===== src/rtl/jbi_snpq_req_tx.sv =====
// JBI-to-sctag request transmitter: captures one DMA request per handshake and
// serializes it as header/address/data-high/data-low words under snoop-queue credit flow control.
//
// state | meaning
// IDLE  | bus idle (0), waiting for an accepted request
// HDR   | header word on bus, jbi_sctag_req_vld high
// ADDR  | addr[31:0] on bus
// D1    | data[63:32] on bus
// D2    | data[31:0] on bus; next request may be accepted here with no bubble
module jbi_snpq_req_tx #(
  parameter int CREDITS = 2,
  parameter int CW      = 2
) (
  input  logic          rclk,
  input  logic          arst_l,
  input  logic          req_vld,
  output logic          req_rdy,
  input  logic          req_wr64,
  input  logic          req_wr8,
  input  logic          req_rd,
  input  logic          req_poison,
  input  logic [11:0]   req_ctag,
  input  logic [2:0]    req_sz,
  input  logic [39:0]   req_addr,
  input  logic [63:0]   req_data,
  output logic [31:0]   jbi_sctag_req,
  output logic          jbi_sctag_req_vld,
  input  logic          sctag_jbi_iq_dequeue,
  output logic [CW-1:0] credit_cnt,
  output logic          credit_err
);

  typedef enum logic [2:0] {IDLE, HDR, ADDR, D1, D2} state_e;

  localparam logic [CW-1:0] CRED_MAX = CW'(CREDITS);

  state_e         state_q, state_d;
  logic [31:0]    addr_lo_q, addr_lo_d;
  logic [63:0]    data_q, data_d;
  logic [31:0]    bus_q, bus_d;
  logic           vld_q, vld_d;
  logic [CW-1:0]  credit_cnt_q, credit_cnt_d;
  logic           credit_err_q, credit_err_d;
  logic           accept;
  logic [31:0]    hdr_word;

  assign req_rdy = ((state_q == IDLE) || (state_q == D2)) && (credit_cnt_q != '0);
  assign accept  = req_vld && req_rdy;

  assign hdr_word = {4'b0000, req_poison, req_wr64, req_wr8, req_rd,
                     req_ctag, 1'b0, req_sz, req_addr[39:32]};

  // The bus register is loaded with the word for the state being entered.
  always_comb begin
    state_d   = state_q;
    addr_lo_d = addr_lo_q;
    data_d    = data_q;
    bus_d     = '0;
    vld_d     = 1'b0;
    if (accept) begin
      addr_lo_d = req_addr[31:0];
      data_d    = req_rd ? 64'd0 : req_data;
    end
    case (state_q)
      IDLE, D2: begin
        if (accept) begin
          state_d = HDR;
          bus_d   = hdr_word;
          vld_d   = 1'b1;
        end else begin
          state_d = IDLE;
        end
      end
      HDR: begin
        state_d = ADDR;
        bus_d   = addr_lo_q;
      end
      ADDR: begin
        state_d = D1;
        bus_d   = data_q[63:32];
      end
      D1: begin
        state_d = D2;
        bus_d   = data_q[31:0];
      end
      default: state_d = IDLE;
    endcase
  end

  // A dequeue with every entry already free is a protocol error; the count saturates.
  always_comb begin
    credit_cnt_d = credit_cnt_q;
    credit_err_d = sctag_jbi_iq_dequeue && (credit_cnt_q == CRED_MAX);
    if (accept && !sctag_jbi_iq_dequeue) begin
      credit_cnt_d = credit_cnt_q - CW'(1);
    end else if (!accept && sctag_jbi_iq_dequeue && (credit_cnt_q != CRED_MAX)) begin
      credit_cnt_d = credit_cnt_q + CW'(1);
    end
  end

  always_ff @(posedge rclk or negedge arst_l) begin
    if (!arst_l) begin
      state_q      <= IDLE;
      addr_lo_q    <= '0;
      data_q       <= '0;
      bus_q        <= '0;
      vld_q        <= 1'b0;
      credit_cnt_q <= CRED_MAX;
      credit_err_q <= 1'b0;
    end else begin
      state_q      <= state_d;
      addr_lo_q    <= addr_lo_d;
      data_q       <= data_d;
      bus_q        <= bus_d;
      vld_q        <= vld_d;
      credit_cnt_q <= credit_cnt_d;
      credit_err_q <= credit_err_d;
    end
  end

  assign jbi_sctag_req     = bus_q;
  assign jbi_sctag_req_vld = vld_q;
  assign credit_cnt        = credit_cnt_q;
  assign credit_err        = credit_err_q;

endmodule


===== config.mk =====
export PLATFORM = sky130hd
export DESIGN_NAME = jbi_snpq_req_tx
export DESIGN_NICKNAME = d
export VERILOG_FILES = /design/src/rtl/jbi_snpq_req_tx.sv
export SDC_FILE = /design/constraint.sdc
export NUM_CORES = 1
export LEC_CHECK = 0
export CORE_ASPECT_RATIO = 1.5
export CORE_MARGIN = 8
export CORE_UTILIZATION = 45
export CTS_CLUSTER_SIZE = 14
export DETAILED_ROUTE_END_ITERATION = 6
export GPL_TIMING_DRIVEN = 0
export PLACE_DENSITY = 0.77
export SLEW_MARGIN = 20
export SYNTH_ARGS = -nofsm -noshare
export SYNTH_HDL_FRONTEND = slang
export SYNTH_SLANG_ARGS = --single-unit

===== constraint.sdc =====
create_clock -name rclk -period 1.6 [get_ports rclk]
set_clock_uncertainty 0.05 [all_clocks]
set_input_delay 0.32 -clock rclk [delete_from_list [all_inputs] [get_ports rclk]]
set_output_delay 0.32 -clock rclk [all_outputs]
set_load 0.005 [all_outputs]

Yosys cells after proc, flatten, opt, wreduce, memory -nomap -nowiden
Cells that the tools add are included.
- flip-flop bits (word level): 135
- latch bits: 0
- bits in writable memories: 0
- memory bits (read-only): 0
- bits of input ports: 127
- output and inout port bits: 37
- memories: 0
- add/subtract/negate cells: 2
- $mul: 0
- divide/modulo/power cells: 0
- $lt $le $gt $ge: 0
- equality and inequality tests: 6
- shift-type cells: 0
- multiplexer cells: 9
- bitwise gates (word level): 0
- reductions and logical operators: 13
- operators by type and width (kind ; number):
    32-bit case mux with 4 select lines ; 1
    64-bit 2-to-1 mux ; 1
    28-bit 2-to-1 mux ; 1
    3-bit case mux with 4 select lines ; 1
    3-bit by 2-bit == test with 1-bit output, second input constant ; 2
    1-bit logical AND ; 6
    2-bit 2-to-1 mux ; 2
    2-bit nonzero test ; 2
    3-bit by 1-bit == test with 1-bit output, second input constant ; 1
    3-bit == test, second input constant ; 1
    3-bit zero test ; 1
    1-bit 2-to-1 mux ; 3
    2-bit by 1-bit adder with 2-bit output, second input constant ; 1
    2-bit == test, second input constant ; 1
    1-bit zero test ; 2
    2-bit != test, second input constant ; 1
    2-bit OR reduction ; 1
    2-bit by 1-bit subtractor with 2-bit output, second input constant ; 1
    1-bit logical OR ; 1

Logic depth before layout (Yosys ltp)
- depth in word-level cells: 9
- mapped depth: 7
- gate-level depth less buffers: 3

Worst setup path after synthesis
OpenSTA, ideal clock, no wires.
- path type: reg2reg
- from: register state_q[1]
- to: register addr_lo_q[29]
- library setup time: 127 ps
- data arrival time: 1593 ps
- required time: 1423 ps
- setup slack: -170 ps
- stages on the path, launching flop included: 7
- clock period less this slack: 1770 ps
- cells stage by stage: dfrtp_1 -> buf_6 -> or3b_1 -> buf_2 -> nor2_8 -> buf_4 -> mux2_1
- cells in the longest elaborated chain, start to end: 4
- RTL lines (element ; RTL line ; source):
    start, declared ; 37 ; state_e state_q, state_d;
    start signal, assigned ; 111 ; state_q <= state_d;
    3-bit == test / 3-bit zero test (equally long branches) ; 47 ; assign req_rdy = ((state_q == IDLE) || (state_q == D2)) && (credit_cnt_q != '0);
    1-bit logical OR * ; 47 ;
    1-bit logical AND * ; 47 ;
    1-bit logical AND * ; 48 ; assign accept = req_vld && req_rdy;
    end signal, assigned ; 112 ; addr_lo_q <= addr_lo_d;
    end, declared ; 38 ; logic [31:0] addr_lo_q, addr_lo_d;
Every way passes the cells marked *; elsewhere a longest branch is shown, timed or not.
A chain may end at the register's enable or synchronous reset.

Final worst setup path
- from: register credit_cnt_q[1], in the netlist credit_cnt[1]
- to: output port req_rdy
- cells in the longest elaborated chain, start to end: 2
- RTL lines (element ; RTL line ; source):
    start, declared ; 42 ; logic [CW-1:0] credit_cnt_q, credit_cnt_d;
    start signal, assigned ; 116 ; credit_cnt_q <= credit_cnt_d;
    2-bit nonzero test ; 47 ;
    1-bit logical AND ; 47 ;
    end, declared ; 17 ; output logic req_rdy,
Every way passes these cells.

==> metrics <==
Req. time, crit path 1.23 ns; Routed Antenna Nets 0; Setup crit end kind primary output; Synth Register Bits 135; setup ws final -0.333 ns; Tcrit/Tclk final 121%; Port Buffer Count 161; failing checks negative setup slack; Crit Path Class reg -> out; Syn Area/Cell 11.8 sq um; Clock Tree Buf Depth 2; Synth area leader dfrtp_1; DR vias 5680; die footprint 0.0190 sq mm; Mapped Area 0.00666 sq mm; IO Pins 164; DP Cell Count 924; Total Power 20.3 mW; share of layout cells above drive strength 1 32.5%; clock sink count 135; Die H 165 um; Rows 54; Final #Nets 898; Peak VDD IR 0.959 mV; DRT iter0 DRCs 387; Synth Net Count 693; CTS buffer count 17; post-synth top area share 50.3%; Core ar. 0.0145 sq mm; area grow syn2layout 53.1%; initial antenna violation count 0; overall die width 115 um; GP Congestion 0.878; crit-path max FO 10; post-synthesis sequential area ratio 50.7%; DRC 0; WP data arrival 1.56 ns; Post-Synthesis Cells 566; DP HPWL 15600 um; top cells by area, synth dfrtp_1, o41ai_2, mux2_1; Starting Density 45.9%; largest net degree at the start of global routing 98; GRT Resource Usage Total 23.6%; RSZ-0062 raised after global routing true; Yosys cell types 33; FF/Latch Area 0.00338 sq mm; hold crit path type in -> reg; DR WL met3 1220 um; Layout fillers 955; Cell Pwr Density 1990 mW/mm^2; first-pass GRT wire length 34000 um; Tmin final 1.93 ns; max_cap viols 0; Yosys warnings 0; CTS tree yes; met2 wire len 12200 um; # H-tree levels 4; Slew Limit Fails 0; Top Metal Used met4; leakage 4.92 nW; clk slew on worst S/H paths 0.06 ns; final setup vio count 128; Routed WL 23100 um; final hold vios 0; Avg WL per Cell 23.6 um; Max Fclk 0.517 GHz; DRT Pass-1 Iters 4; status complete, but fails checks; crit start category register; Via density 5.80; multi-input combinational cell area 0.00327 sq mm; later-pin clock latency in the skew report 0.42 ns; number of global-route vias before repair 6193; n_diodes 0; Slew @ Worst Pin 1.06 ns; Clock Root Buffer clkbuf_16; met1 wire length 8550 um; Non-Filler Instances 980; Slew Limit Headroom 29.2%; grt ovf 0
[critical path, stage by stage (launching register included)]
cell and delay [ns]:
dfstp_2 0.55, nor2_4 0.05, buf_8 0.11, clkbuf_16 0.16, nor3_4 0.12, buf_2 0.14
[cells by family after synthesis]
kind of cell	after synthesis	share of synthesized area, %
compound gates	218	28.4
xor+xnor	1	0.131
buf+inv	127	8.66
flops	135	50.7
mux	64	10.3
simple gates	21	1.80
[state kept, by name, summed over array words and instances, names as in the netlist]
register / count
data_q: 64
jbi_sctag_req: 32
credit_cnt: 2
addr_lo_q: 32
state_q: 3
jbi_sctag_req_vld: 1
credit_err: 1
[synthesized netlist by cell type, drive strengths merged]
library cell / instances
a211oi: 27
a21o: 27
a21oi: 28
a22oi: 5
a31oi: 1
buf: 28
clkbuf: 34
dfrtp: 134
dfstp: 1
inv: 65
mux2: 37
mux2i: 27
nand2: 3
nand2b: 1
nand4: 1
nor2: 10
nor2b: 1
nor3: 2
nor3b: 2
o21ai: 64
o221ai: 1
o22ai: 1
o41ai: 64
or3b: 1
xnor2: 1
[metal layers]
metal	track usage [%]	up-vias
met4	10.9	0
li1	-	2481
met1	26.1	2859
met3	5.60	77
met5	0	-
met2	41.8	263
[cell type report]
type	instances	area share, %
Buffer	60	5.52
Clock buffer	19	4.34
Clock inverter	13	1.52
Inverter	65	2.39
Multi-Input combinational cell	304	32.1
Sequential cell	135	33.1
Tap cell	196	2.40
Timing Repair Buffer	188	18.6
[power breakdown]
group	switching [mW]	total (mW)	internal [mW]
clock	1.53	4.00	2.48
combinational	5.34	10.3	4.98
sequential	1.00	5.99	4.98
total	7.87	20.3	12.4
[repair_timing]
action                                  4_1_cts  5_1_grt
gates resized for setup                     176       69
buffers inserted                             18        3
gates cloned                                  3        1
endpoints found under the hold margin        38        0
endpoints found under the setup margin      165      132
hold buffers                                  1        0
pin swaps                                     2        2
[per-stage QoR]
| stage | TNS (ns) | cell area, sq um | setup WS [ns] | hold slack [ns] | utilization, % |
|---|---|---|---|---|---|
| global placement | -716.73 | 8540 | -4.89 | 0.417 | 58.8 |
| detailed placement | -59.99 | 8570 | -0.843 | 0.170 | 59.0 |
| global route | -30.04 | 10200 | -0.404 | 0.257 | 70.2 |
| finish | -24.63 | 10200 | -0.333 | 0.210 | 70.2 |
| CTS | -25.41 | 9900 | -0.332 | 0.183 | 68.1 |
| floorplan | -4.39 | 6680 | -0.136 | -0.0256 | - |
[layout by cell type, fill, tap and decap left out, drive strengths merged]
master / synthesis / final
mux2i: 27 / 27
nor3: 2 / 2
o221ai: 1 / 1
o41ai: 64 / 64
inv: 65 / 65
a21oi: 28 / 28
dlygate4sd3: 0 / 1
dlygate4sd2: 0 / 35
clkinv: 0 / 7
nor2b: 1 / 1
nand4: 1 / 1
nand2b: 1 / 1
clkinvlp: 0 / 3
a211oi: 27 / 27
mux2: 37 / 37
dfstp: 1 / 1
clkbuf: 34 / 51
nor2: 10 / 10
bufinv: 0 / 3
dfrtp: 134 / 134
nor3b: 2 / 2
o21ai: 64 / 64
xnor2: 1 / 1
a22oi: 5 / 5
a31oi: 1 / 1
or3b: 1 / 1
buf: 28 / 57
o22ai: 1 / 1
clkdlybuf4s50: 0 / 123
nand2: 3 / 3
a21o: 27 / 27
[final timing paths]
| path | start | endpoint | slack (ns) | depth (start not counted) |
|---|---|---|---|---|
| min in group asynchronous | arst_l | addr_lo_q[20] | 0.31 | 2 |
| min | sctag_jbi_iq_dequeue | credit_err | 0.21 | 3 |
| max reg2reg | state_q[1] | addr_lo_q[11] | -0.31 | 6 |
| max in group asynchronous | arst_l | jbi_sctag_req[6] | 0.39 | 3 |
| min reg2reg | data_q[28] | data_q[28] | 0.45 | 2 |
| max | credit_cnt[1] | req_rdy | -0.33 | 5 |
Power figures use the tool's default switching activity.
